==> config.mk <==
export PLATFORM = sky130hd
export DESIGN_NAME = sram_arbiter_flat
export DESIGN_NICKNAME = d
export VERILOG_FILES = /design/src/rtl/sram_arbiter_pkg.sv /design/src/rtl/sram_arbiter_if.sv /design/src/rtl/sram_arbiter.sv /design/src/flat_wrapper.sv
export SDC_FILE = /design/constraint.sdc
export NUM_CORES = 1
export LEC_CHECK = 0
export ABC_AREA = 1
export BUFFER_PORTS_ARGS = -buffer_cell sky130_fd_sc_hd__clkbuf_2
export CORE_ASPECT_RATIO = 0.9
export CORE_MARGIN = 1.5
export CORE_UTILIZATION = 45
export DETAILED_ROUTE_END_ITERATION = 8
export GPL_ROUTABILITY_DRIVEN = 1
export PLACE_DENSITY = 0.78
export SLEW_MARGIN = 10
export SYNTH_ARGS = -nofsm -noshare
export SYNTH_HDL_FRONTEND = slang
export SYNTH_SLANG_ARGS = --single-unit
==> constraint.sdc <==
create_clock -name bclk -period 1.8 [get_ports bclk]
set_input_delay 0.09 -clock bclk [delete_from_list [all_inputs] [get_ports bclk]]
set_output_delay 0.09 -clock bclk [all_outputs]
set_load 0.01 [all_outputs]
==> src/rtl/sram_arbiter_pkg.sv <==
// Shared types and constants for the codec SRAM arbiter.
//   ADDR_W / DATA_W : SRAM word address and data widths
//   CNT_W           : width of the access-stretch counter (WAIT_CYC up to 7)
//   state_t         : arbiter FSM states
//   served_t        : round-robin memory of the last port granted
//   strobe_t        : packed active-low SRAM strobe bundle plus its fixed encodings
package sram_arbiter_pkg;

    localparam int unsigned ADDR_W = 18;
    localparam int unsigned DATA_W = 16;
    localparam int unsigned CNT_W  = 3;

    typedef enum logic [2:0] {
        IDLE,
        RD_SETUP,
        RD_WAIT,
        WR_SETUP,
        WR_PULSE
    } state_t;

    typedef enum logic {
        SRV_PLAY = 1'b0,
        SRV_REC  = 1'b1
    } served_t;

    typedef struct packed {
        logic ce_n;
        logic oe_n;
        logic we_n;
        logic lb_n;
        logic ub_n;
    } strobe_t;

    // Both byte lanes are always enabled: every access is a full 16-bit word.
    localparam strobe_t STB_OFF    = '{ce_n: 1'b1, oe_n: 1'b1, we_n: 1'b1, lb_n: 1'b1, ub_n: 1'b1};
    localparam strobe_t STB_READ   = '{ce_n: 1'b0, oe_n: 1'b0, we_n: 1'b1, lb_n: 1'b0, ub_n: 1'b0};
    localparam strobe_t STB_WSETUP = '{ce_n: 1'b0, oe_n: 1'b1, we_n: 1'b1, lb_n: 1'b0, ub_n: 1'b0};
    localparam strobe_t STB_WPULSE = '{ce_n: 1'b0, oe_n: 1'b1, we_n: 1'b0, lb_n: 1'b0, ub_n: 1'b0};

endpackage

==> src/rtl/sram_arbiter_if.sv <==
// Bus bundle between the playback/record clients, the arbiter and the external SRAM.
//   play_req/play_addr -> play_data/play_ack   : playback read port
//   rec_req/rec_addr/rec_data -> rec_ack       : record write port
//   sram_addr, sram_dq_o, sram_dq_oe, strobes  : SRAM pins driven by the arbiter
//   sram_dq_i                                  : SRAM read data back to the arbiter
// Modports:
//   slave  : the arbiter's view (requests and SRAM read data in, everything else out)
//   master : the surrounding system's view (clients and SRAM model)
interface sram_arbiter_if;
    import sram_arbiter_pkg::*;

    logic              play_req;
    logic [ADDR_W-1:0] play_addr;
    logic [DATA_W-1:0] play_data;
    logic              play_ack;

    logic              rec_req;
    logic [ADDR_W-1:0] rec_addr;
    logic [DATA_W-1:0] rec_data;
    logic              rec_ack;

    logic [ADDR_W-1:0] sram_addr;
    logic [DATA_W-1:0] sram_dq_o;
    logic              sram_dq_oe;
    logic [DATA_W-1:0] sram_dq_i;
    logic              sram_ce_n;
    logic              sram_oe_n;
    logic              sram_we_n;
    logic              sram_lb_n;
    logic              sram_ub_n;

    modport slave (
        input  play_req, play_addr, rec_req, rec_addr, rec_data, sram_dq_i,
        output play_data, play_ack, rec_ack,
        output sram_addr, sram_dq_o, sram_dq_oe,
        output sram_ce_n, sram_oe_n, sram_we_n, sram_lb_n, sram_ub_n
    );

    modport master (
        output play_req, play_addr, rec_req, rec_addr, rec_data, sram_dq_i,
        input  play_data, play_ack, rec_ack,
        input  sram_addr, sram_dq_o, sram_dq_oe,
        input  sram_ce_n, sram_oe_n, sram_we_n, sram_lb_n, sram_ub_n
    );

endinterface

==> src/rtl/sram_arbiter.sv <==
// Two-port arbiter sharing one asynchronous 16-bit SRAM between an audio playback
// reader and a record writer, clocked by the codec bit clock.
// Ports:
//   bclk   : bit clock, all flops on its rising edge
//   rst_n  : synchronous active-low reset; drops any in-flight access without an ack
//   bus    : sram_arbiter_if.slave -- client handshakes and registered SRAM pins
// Parameter:
//   WAIT_CYC (0..7) : extra SRAM cycles before read capture / write release
// Build option:
//   PLAY_PRIO_EN : when defined, play always wins over rec (DAC underrun protection);
//                  otherwise simultaneous requests alternate round-robin.
// Each access takes WAIT_CYC+3 cycles from the request being sampled in IDLE to its
// one-cycle ack, which is issued in the IDLE cycle following the access.
module sram_arbiter
    import sram_arbiter_pkg::*;
#(
    parameter int unsigned WAIT_CYC = 1
) (
    input logic           bclk,
    input logic           rst_n,
    sram_arbiter_if.slave bus
);

    localparam logic [CNT_W-1:0] WAIT_LAST = CNT_W'(WAIT_CYC);

    state_t            state_q, state_d;
    logic [CNT_W-1:0]  cnt_q, cnt_d;
    served_t           last_q, last_d;
    logic [ADDR_W-1:0] addr_q, addr_d;
    logic [DATA_W-1:0] dq_o_q, dq_o_d;
    logic              dq_oe_q, dq_oe_d;
    strobe_t           stb_q, stb_d;
    logic [DATA_W-1:0] play_data_q, play_data_d;
    logic              play_ack_q, play_ack_d;
    logic              rec_ack_q, rec_ack_d;

    logic play_vld, rec_vld, grant_play, grant_rec;

    // A requester still holds req during its ack cycle, so that stale req is masked.
    always_comb begin
        play_vld = bus.play_req & ~play_ack_q;
`ifdef PLAY_PRIO_EN
        // Rec waits whenever play is asserting at all, including play's ack cycle,
        // so a continuously requesting player is never interleaved with writes.
        rec_vld    = bus.rec_req & ~rec_ack_q & ~bus.play_req;
        grant_play = play_vld;
`else
        rec_vld    = bus.rec_req & ~rec_ack_q;
        grant_play = play_vld & (~rec_vld | (last_q == SRV_REC));
`endif
        grant_rec  = rec_vld & ~grant_play;
    end

    always_ff @(posedge bclk) begin
        if (!rst_n) begin
            state_q     <= IDLE;
            cnt_q       <= '0;
            last_q      <= SRV_REC;
            addr_q      <= '0;
            dq_o_q      <= '0;
            dq_oe_q     <= 1'b0;
            stb_q       <= STB_OFF;
            play_data_q <= '0;
            play_ack_q  <= 1'b0;
            rec_ack_q   <= 1'b0;
        end else begin
            state_q     <= state_d;
            cnt_q       <= cnt_d;
            last_q      <= last_d;
            addr_q      <= addr_d;
            dq_o_q      <= dq_o_d;
            dq_oe_q     <= dq_oe_d;
            stb_q       <= stb_d;
            play_data_q <= play_data_d;
            play_ack_q  <= play_ack_d;
            rec_ack_q   <= rec_ack_d;
        end
    end

    // All SRAM pins are registered: each branch sets the values seen in the next state.
    always_comb begin
        state_d     = state_q;
        cnt_d       = cnt_q;
        last_d      = last_q;
        addr_d      = addr_q;
        dq_o_d      = dq_o_q;
        dq_oe_d     = 1'b0;
        stb_d       = STB_OFF;
        play_data_d = play_data_q;
        play_ack_d  = 1'b0;
        rec_ack_d   = 1'b0;

        unique case (state_q)
            IDLE: begin
                if (grant_play) begin
                    state_d = RD_SETUP;
                    addr_d  = bus.play_addr;
                    stb_d   = STB_READ;
                    last_d  = SRV_PLAY;
                end else if (grant_rec) begin
                    state_d = WR_SETUP;
                    addr_d  = bus.rec_addr;
                    dq_o_d  = bus.rec_data;
                    dq_oe_d = 1'b1;
                    stb_d   = STB_WSETUP;
                    last_d  = SRV_REC;
                end
            end

            RD_SETUP: begin
                state_d = RD_WAIT;
                cnt_d   = '0;
                stb_d   = STB_READ;
            end

            RD_WAIT: begin
                if (cnt_q == WAIT_LAST) begin
                    state_d     = IDLE;
                    play_data_d = bus.sram_dq_i;
                    play_ack_d  = 1'b1;
                end else begin
                    cnt_d = cnt_q + 1'b1;
                    stb_d = STB_READ;
                end
            end

            WR_SETUP: begin
                state_d = WR_PULSE;
                cnt_d   = '0;
                dq_oe_d = 1'b1;
                stb_d   = STB_WPULSE;
            end

            WR_PULSE: begin
                // Data keeps driving one cycle past we_n rising for SRAM hold time;
                // oe_n stays high throughout, so the next read cannot collide with it.
                dq_oe_d = 1'b1;
                if (cnt_q == WAIT_LAST) begin
                    state_d   = IDLE;
                    rec_ack_d = 1'b1;
                end else begin
                    cnt_d = cnt_q + 1'b1;
                    stb_d = STB_WPULSE;
                end
            end

            default: begin
                state_d = IDLE;
            end
        endcase
    end

    assign bus.play_data  = play_data_q;
    assign bus.play_ack   = play_ack_q;
    assign bus.rec_ack    = rec_ack_q;
    assign bus.sram_addr  = addr_q;
    assign bus.sram_dq_o  = dq_o_q;
    assign bus.sram_dq_oe = dq_oe_q;
    assign bus.sram_ce_n  = stb_q.ce_n;
    assign bus.sram_oe_n  = stb_q.oe_n;
    assign bus.sram_we_n  = stb_q.we_n;
    assign bus.sram_lb_n  = stb_q.lb_n;
    assign bus.sram_ub_n  = stb_q.ub_n;

endmodule

==> src/flat_wrapper.sv <==
// flat-port wrapper written by rule: the top's interface ports become plain ports
module sram_arbiter_flat import sram_arbiter_pkg::*;
#(
    parameter int unsigned WAIT_CYC = 1
)
  (bclk, rst_n, bus_play_req, bus_play_addr, bus_rec_req, bus_rec_addr, bus_rec_data, bus_sram_dq_i, bus_play_data, bus_play_ack, bus_rec_ack, bus_sram_addr, bus_sram_dq_o, bus_sram_dq_oe, bus_sram_ce_n, bus_sram_oe_n, bus_sram_we_n, bus_sram_lb_n, bus_sram_ub_n);
  sram_arbiter_if bus_i ();
  input logic bclk;
  input logic rst_n;
  input wire logic [$bits(bus_i.play_req)-1:0] bus_play_req;
  input wire logic [$bits(bus_i.play_addr)-1:0] bus_play_addr;
  input wire logic [$bits(bus_i.rec_req)-1:0] bus_rec_req;
  input wire logic [$bits(bus_i.rec_addr)-1:0] bus_rec_addr;
  input wire logic [$bits(bus_i.rec_data)-1:0] bus_rec_data;
  input wire logic [$bits(bus_i.sram_dq_i)-1:0] bus_sram_dq_i;
  output wire logic [$bits(bus_i.play_data)-1:0] bus_play_data;
  output wire logic [$bits(bus_i.play_ack)-1:0] bus_play_ack;
  output wire logic [$bits(bus_i.rec_ack)-1:0] bus_rec_ack;
  output wire logic [$bits(bus_i.sram_addr)-1:0] bus_sram_addr;
  output wire logic [$bits(bus_i.sram_dq_o)-1:0] bus_sram_dq_o;
  output wire logic [$bits(bus_i.sram_dq_oe)-1:0] bus_sram_dq_oe;
  output wire logic [$bits(bus_i.sram_ce_n)-1:0] bus_sram_ce_n;
  output wire logic [$bits(bus_i.sram_oe_n)-1:0] bus_sram_oe_n;
  output wire logic [$bits(bus_i.sram_we_n)-1:0] bus_sram_we_n;
  output wire logic [$bits(bus_i.sram_lb_n)-1:0] bus_sram_lb_n;
  output wire logic [$bits(bus_i.sram_ub_n)-1:0] bus_sram_ub_n;
  assign bus_i.play_req = bus_play_req;
  assign bus_i.play_addr = bus_play_addr;
  assign bus_i.rec_req = bus_rec_req;
  assign bus_i.rec_addr = bus_rec_addr;
  assign bus_i.rec_data = bus_rec_data;
  assign bus_i.sram_dq_i = bus_sram_dq_i;
  assign bus_play_data = bus_i.play_data;
  assign bus_play_ack = bus_i.play_ack;
  assign bus_rec_ack = bus_i.rec_ack;
  assign bus_sram_addr = bus_i.sram_addr;
  assign bus_sram_dq_o = bus_i.sram_dq_o;
  assign bus_sram_dq_oe = bus_i.sram_dq_oe;
  assign bus_sram_ce_n = bus_i.sram_ce_n;
  assign bus_sram_oe_n = bus_i.sram_oe_n;
  assign bus_sram_we_n = bus_i.sram_we_n;
  assign bus_sram_lb_n = bus_i.sram_lb_n;
  assign bus_sram_ub_n = bus_i.sram_ub_n;
  sram_arbiter #(.WAIT_CYC(WAIT_CYC)) u_core (.bclk(bclk), .rst_n(rst_n), .bus(bus_i));
endmodule
Word-level counts from Yosys, hierarchy flattened
Index checks and enable logic that the tools add are counted.
{ "totals": {"regBits": 65, "latchBits": 0, "ram_bits": 0, "rom_bits": 0, "output_inout_bits": 58, "memories": 0} }
{ "classes": {"n_addsub": 1, "multipliers": 0, "div_mod_pow": 0, "order_cmp": 0, "eq_ne": 8, "shifts": 0, "muxes": 19, "bitwise": 9, "n_reduce_logical": 13} }
{ "op_table": {"columns": ["operator", "n"], "rows": [
  ["18-bit 2-to-1 mux", 2],
  ["5-bit one-hot mux with 5 select lines", 1],
  ["5-bit 2-to-1 mux", 4],
  ["3-bit 2-to-1 mux", 4],
  ["3-bit one-hot mux with 4 select lines", 1],
  ["2-bit AND reduction", 6],
  ["3-bit by 1-bit equality test with 1-bit output (second input constant)", 2],
  ["3-bit by 2-bit equality test with 1-bit output (second input constant)", 2],
  ["3-bit one-hot mux with 2 select lines", 1],
  ["2-bit OR reduction", 3],
  ["1-bit 2-to-1 mux", 5],
  ["1-bit bitwise AND", 4],
  ["1-bit inverter", 4],
  ["2-bit nonzero test", 2],
  ["3-bit by 1-bit adder with 3-bit output (second input constant)", 1],
  ["3-bit equality test (second input constant)", 1],
  ["3-bit zero test", 1],
  ["3-bit by 1-bit inequality test with 1-bit output (second input constant)", 1],
  ["3-bit AND reduction", 1],
  ["2-bit by 1-bit inequality test with 1-bit output (second input constant)", 1],
  ["2-bit inequality test (second input constant)", 1],
  ["1-bit one-hot mux with 2 select lines", 1],
  ["1-bit OR", 1]
]} }

Depth between registers and ports, before layout
{ "logic_depth": {"word_depth": 10, "mapped_depth": 10, "mapped_depth_nobuf": 9} }

Least setup slack after synthesis
OpenSTA, ideal clock, no wires.
{ "synth_timing": {"kind": "register to register", "startpoint": "reg u_core.rec_ack_q, in the netlist u_core.bus.rec_ack", "endpoint": "reg u_core.addr_q[10], in the netlist u_core.bus.sram_addr[10]", "t_arrival_ns": 1.173, "required_time_ns": 1.691, "path_slack_ns": 0.518, "stages_incl_launch_ff": 11, "n_path_buf": 2, "path_cell_list": "dfxtp_1 -> inv_1 -> nand2_1 -> nand2_1 -> nand2_4 -> inv_4 -> buf_6 -> buf_6 -> nand3_1 -> nand2_1 -> inv_1"} }
{ "synth_between": {"elab_chain_cells": 9} }
{ "synth_lines": {"columns": ["element", "line_no", "rtl"], "rows": [
  ["from (decl)", "sram_arbiter.sv:35", "logic rec_ack_q, rec_ack_d;"],
  ["from (signal assigned)", "sram_arbiter.sv:76", "rec_ack_q <= rec_ack_d;"],
  ["1-bit inverter *", "sram_arbiter.sv:48", "rec_vld = bus.rec_req & ~rec_ack_q;"],
  ["1-bit bitwise AND *", "sram_arbiter.sv:48", null],
  ["1-bit inverter", "sram_arbiter.sv:49", "grant_play = play_vld & (~rec_vld | (last_q == SRV_REC));"],
  ["1-bit OR", "sram_arbiter.sv:49", null],
  ["1-bit bitwise AND", "sram_arbiter.sv:49", null],
  ["1-bit inverter", "sram_arbiter.sv:51", "grant_rec = rec_vld & ~grant_play;"],
  ["1-bit bitwise AND", "sram_arbiter.sv:51", null],
  ["2-bit nonzero test (no line)", null, null],
  ["2-bit AND reduction (no line)", null, null],
  ["to (signal assigned)", "sram_arbiter.sv:70", "addr_q <= addr_d;"],
  ["to (decl)", "sram_arbiter.sv:29", "logic [ADDR_W-1:0] addr_q, addr_d;"]
]} }
Mark *: on every way between the ends. The rest lies on a longest branch, timed or not.
A chain may end at the register's enable or synchronous reset.

Worst setup path in the final report
{ "layout_timing": {"startpoint": "reg u_core.rec_ack_q, in the netlist u_core.bus.rec_ack", "endpoint": "reg u_core.dq_o_q[7], in the netlist u_core.bus.sram_dq_o[7]"} }
{ "layout_between": {"elab_chain_cells": 8} }
{ "layout_lines": {"columns": ["element", "line_no", "rtl"], "rows": [
  ["1-bit inverter *", "sram_arbiter.sv:48", null],
  ["1-bit bitwise AND *", "sram_arbiter.sv:48", null],
  ["1-bit inverter", "sram_arbiter.sv:49", null],
  ["1-bit OR", "sram_arbiter.sv:49", null],
  ["1-bit bitwise AND", "sram_arbiter.sv:49", null],
  ["1-bit inverter", "sram_arbiter.sv:51", null],
  ["1-bit bitwise AND", "sram_arbiter.sv:51", null],
  ["3-bit AND reduction (no line) *", null, null],
  ["to (signal assigned)", "sram_arbiter.sv:71", "dq_o_q <= dq_o_d;"],
  ["to (decl)", "sram_arbiter.sv:30", "logic [DATA_W-1:0] dq_o_q, dq_o_d;"]
]} }
Marked as above.

==> metrics.txt <==
TritonCTS clock tree=yes; maximum level of the CTS H-tree=3; static leakage=2.17 nW; clock latency of the later-clocked register in the worst-skew pair=0.33 ns; result of the run=finished clean; remaining antenna violation count=0; count of final setup violators=0; Mean Syn Cell Area=7.18 um2; core region area=5820 um2; number of buffers on the longest clock path=2; CP max FO=19; CP endpoint kind=flip-flop; Simple-Gate Fraction of Synth Area=32.8%; first-pass GRT wire length=12600 um; dominant combinational cell family by area after synthesis=simple AND/OR/NAND/NOR gates; number of DRC violations after detailed-routing iteration 0=127; antenna violations before repair=0; length of the first detailed-routing pass in iterations=5; pin count of the biggest net entering global routing=55; area of the die=6660 um2; P&R area growth vs syn=40.8%; Layout Skew=0.00513 ns; fin util=67.2%; die height=77.6 um; worst relative slew slack=51.1%; drt total wl=7540 um; share of the cycle needed by the critical path after routing=81.7%; clk root buf=clkbuf_8; final weighted congestion of routability-driven global placement=0.803; Remaining DRCs=0; num rows=26; xor and xnor fraction of the mapped netlist area=0%; placed wire-length estimate after detailed placement=4960 um; crit path launch type=flip-flop; number of max-capacitance violations reported=0; Vias/cell=4.88; routed length per instance=12.3 um; number of I/O pins=130; data arrival at the endpoint of the critical path=1.75 ns; vias in the first global route=2885; accumulated negative setup slack=0 ns; yosys warns=0; Post-CTS Repair Setup Buffers=0; post-synthesis compound-gate area fraction=8.15%; commonest non-fill, non-tap cells in the layout=129 x clkbuf_2, 75 x nand2_1, 75 x nand3_1; part of the Yosys area used for sequential elements=45.4%; non-filler instance count after layout=614; required time reported for the critical path endpoint=2.08 ns; total power after layout=0.00500 W; cts bufs inserted=9; Ant. Diodes=0; Remaining Overflow, GRT=0; total routing usage reported by global routing=23.8%; final instance area=3920 um2; Resize count post-CTS=0; mux cell area share after synthesis=0%; die span in x=85.9 um; number of buffers added on ports=129; Net count, final=614; max-slew violation count=0; clock transition at the registers of the reported paths=0.07 ns; most frequent standard cell in the layout excluding fill and tap cells=clkbuf_2; gate count after technology mapping=387; worst min path class=primary input to flip-flop; total instance count after detailed placement=568; ratio of cells with drive above 1 in the final layout=29.4%; worst ir drop on vdd=0.687 mV; adder-cell area share of the yosys netlist=0.900%; Worst-Margin Slew=0.732 ns; via count=2998; WS Path Type=flip-flop to flip-flop; endpoints failing hold=0; total power divided by cell area=1280 nW/um2; setup repair after global routing missed its margin=no; Mapped Area=2780 um2; net count of the mapped netlist=461; effective utilization at floorplan=47.7%; CTS Hold Buffers Added=31; maximum clock frequency=680 MHz; post-synthesis sequential element count=63; count of distinct cell types in the synthesized netlist=25; clock sink count=63; Area after DPL=3390 um2; min Tclk post-route=1.47 ns
[through the flow]
stage	setup slack [ns]	hold WS, ns
floorplan	0.518	0.221
global placement	0.380	0.305
detailed placement	0.335	0.314
CTS	0.320	0.00885
global route	0.104	0.0536
finish	0.329	0.0404
[cell usage after synthesis]
master	number	area share [%]
o21ai_0	18	3.2
clkbuf_2	1	0.18
nor2_2	1	0.23
o211ai_1	1	0.27
nand2_1	75	10
nand3_1	75	14
o22ai_1	1	0.23
a21oi_1	22	4.0
buf_4	7	1.9
nand2_4	2	0.81
nand3_2	1	0.36
o211ai_2	1	0.45
nor2_1	45	6.1
clkbuf_1	4	0.54
buf_6	5	2.0
nand3b_1	1	0.27
inv_2	4	0.54
inv_4	1	0.23
buf_1	3	0.41
ha_1	2	0.90
inv_1	49	6.6
buf_2	2	0.36
dfxtp_1	63	45
nand3_4	1	0.63
nor2_4	2	0.81
[final timing paths]
path / end / cells after the start / startpoint / slack, ns
hold reg to reg: u_core.bus.sram_dq_o[3] / 2 / u_core.bus.sram_dq_o[3] / 0.47
setup reg to reg: u_core.bus.sram_dq_o[7] / 7 / u_core.bus.rec_ack / 0.33
hold / removal: u_core.bus.play_data[6] / 3 / bus_sram_dq_i[6] / 0.04
setup / recovery: u_core.bus.sram_dq_o[7] / 7 / u_core.bus.rec_ack / 0.33
[where the power goes]
part / switching (W) / internal, W
Sequential: 0.000189 / 0.00171
Clock: 0.000522 / 0.000806
Combinational: 0.00111 / 0.000663
[layout make-up]
class                      instances  area (um2)
clock buffer                      11         141
inverter                          54         205
fill                             489        1910
clock inverter                     4        70.1
multi-input combinational        248        1160
tap                               70        87.6
timing repair buffer             164         986
sequential                        63        1260
[metal layers]
layer	wire length [um]	GRT usage, %	vias up
met5	0	0	-
met4	161	9.68	0
met3	396	7.87	12
met2	3930	41.7	100
met1	3050	26.2	1357
li1	-	-	1529
[sequential cells by signal, summed over array words and instances, names as in the netlist]
register / cells
u_core.last_q: 1
u_core.bus.sram_dq_oe: 1
u_core.bus.sram_addr: 18
u_core.bus.sram_ce_n: 1
u_core.cnt_q: 3
u_core.bus.rec_ack: 1
u_core.bus.sram_dq_o: 16
u_core.bus.play_ack: 1
u_core.bus.sram_oe_n: 1
u_core.bus.sram_we_n: 1
u_core.bus.play_data: 16
u_core.state_q: 3
[worst max-delay path, cell delays in order (launching register included)]
cell and delay [ns]:
dfxtp_1 0.32, inv_1 0.10, nand3_4 0.20, nand2_1 0.14, nand2_1 0.13, nor2_4 0.32
nand3_1 0.12, nand2_1 0.08
[logic make-up (layout without fill, tap and decap cells)]
group | count (synthesis) | count (layout)
buffers and inverters | 76 | 233
and+or+nand+nor | 203 | 203
AOI/OAI and AO/OA | 43 | 43
DFF | 63 | 63
adders and majority gates | 2 | 2
Power figures use the tool's default switching activity.
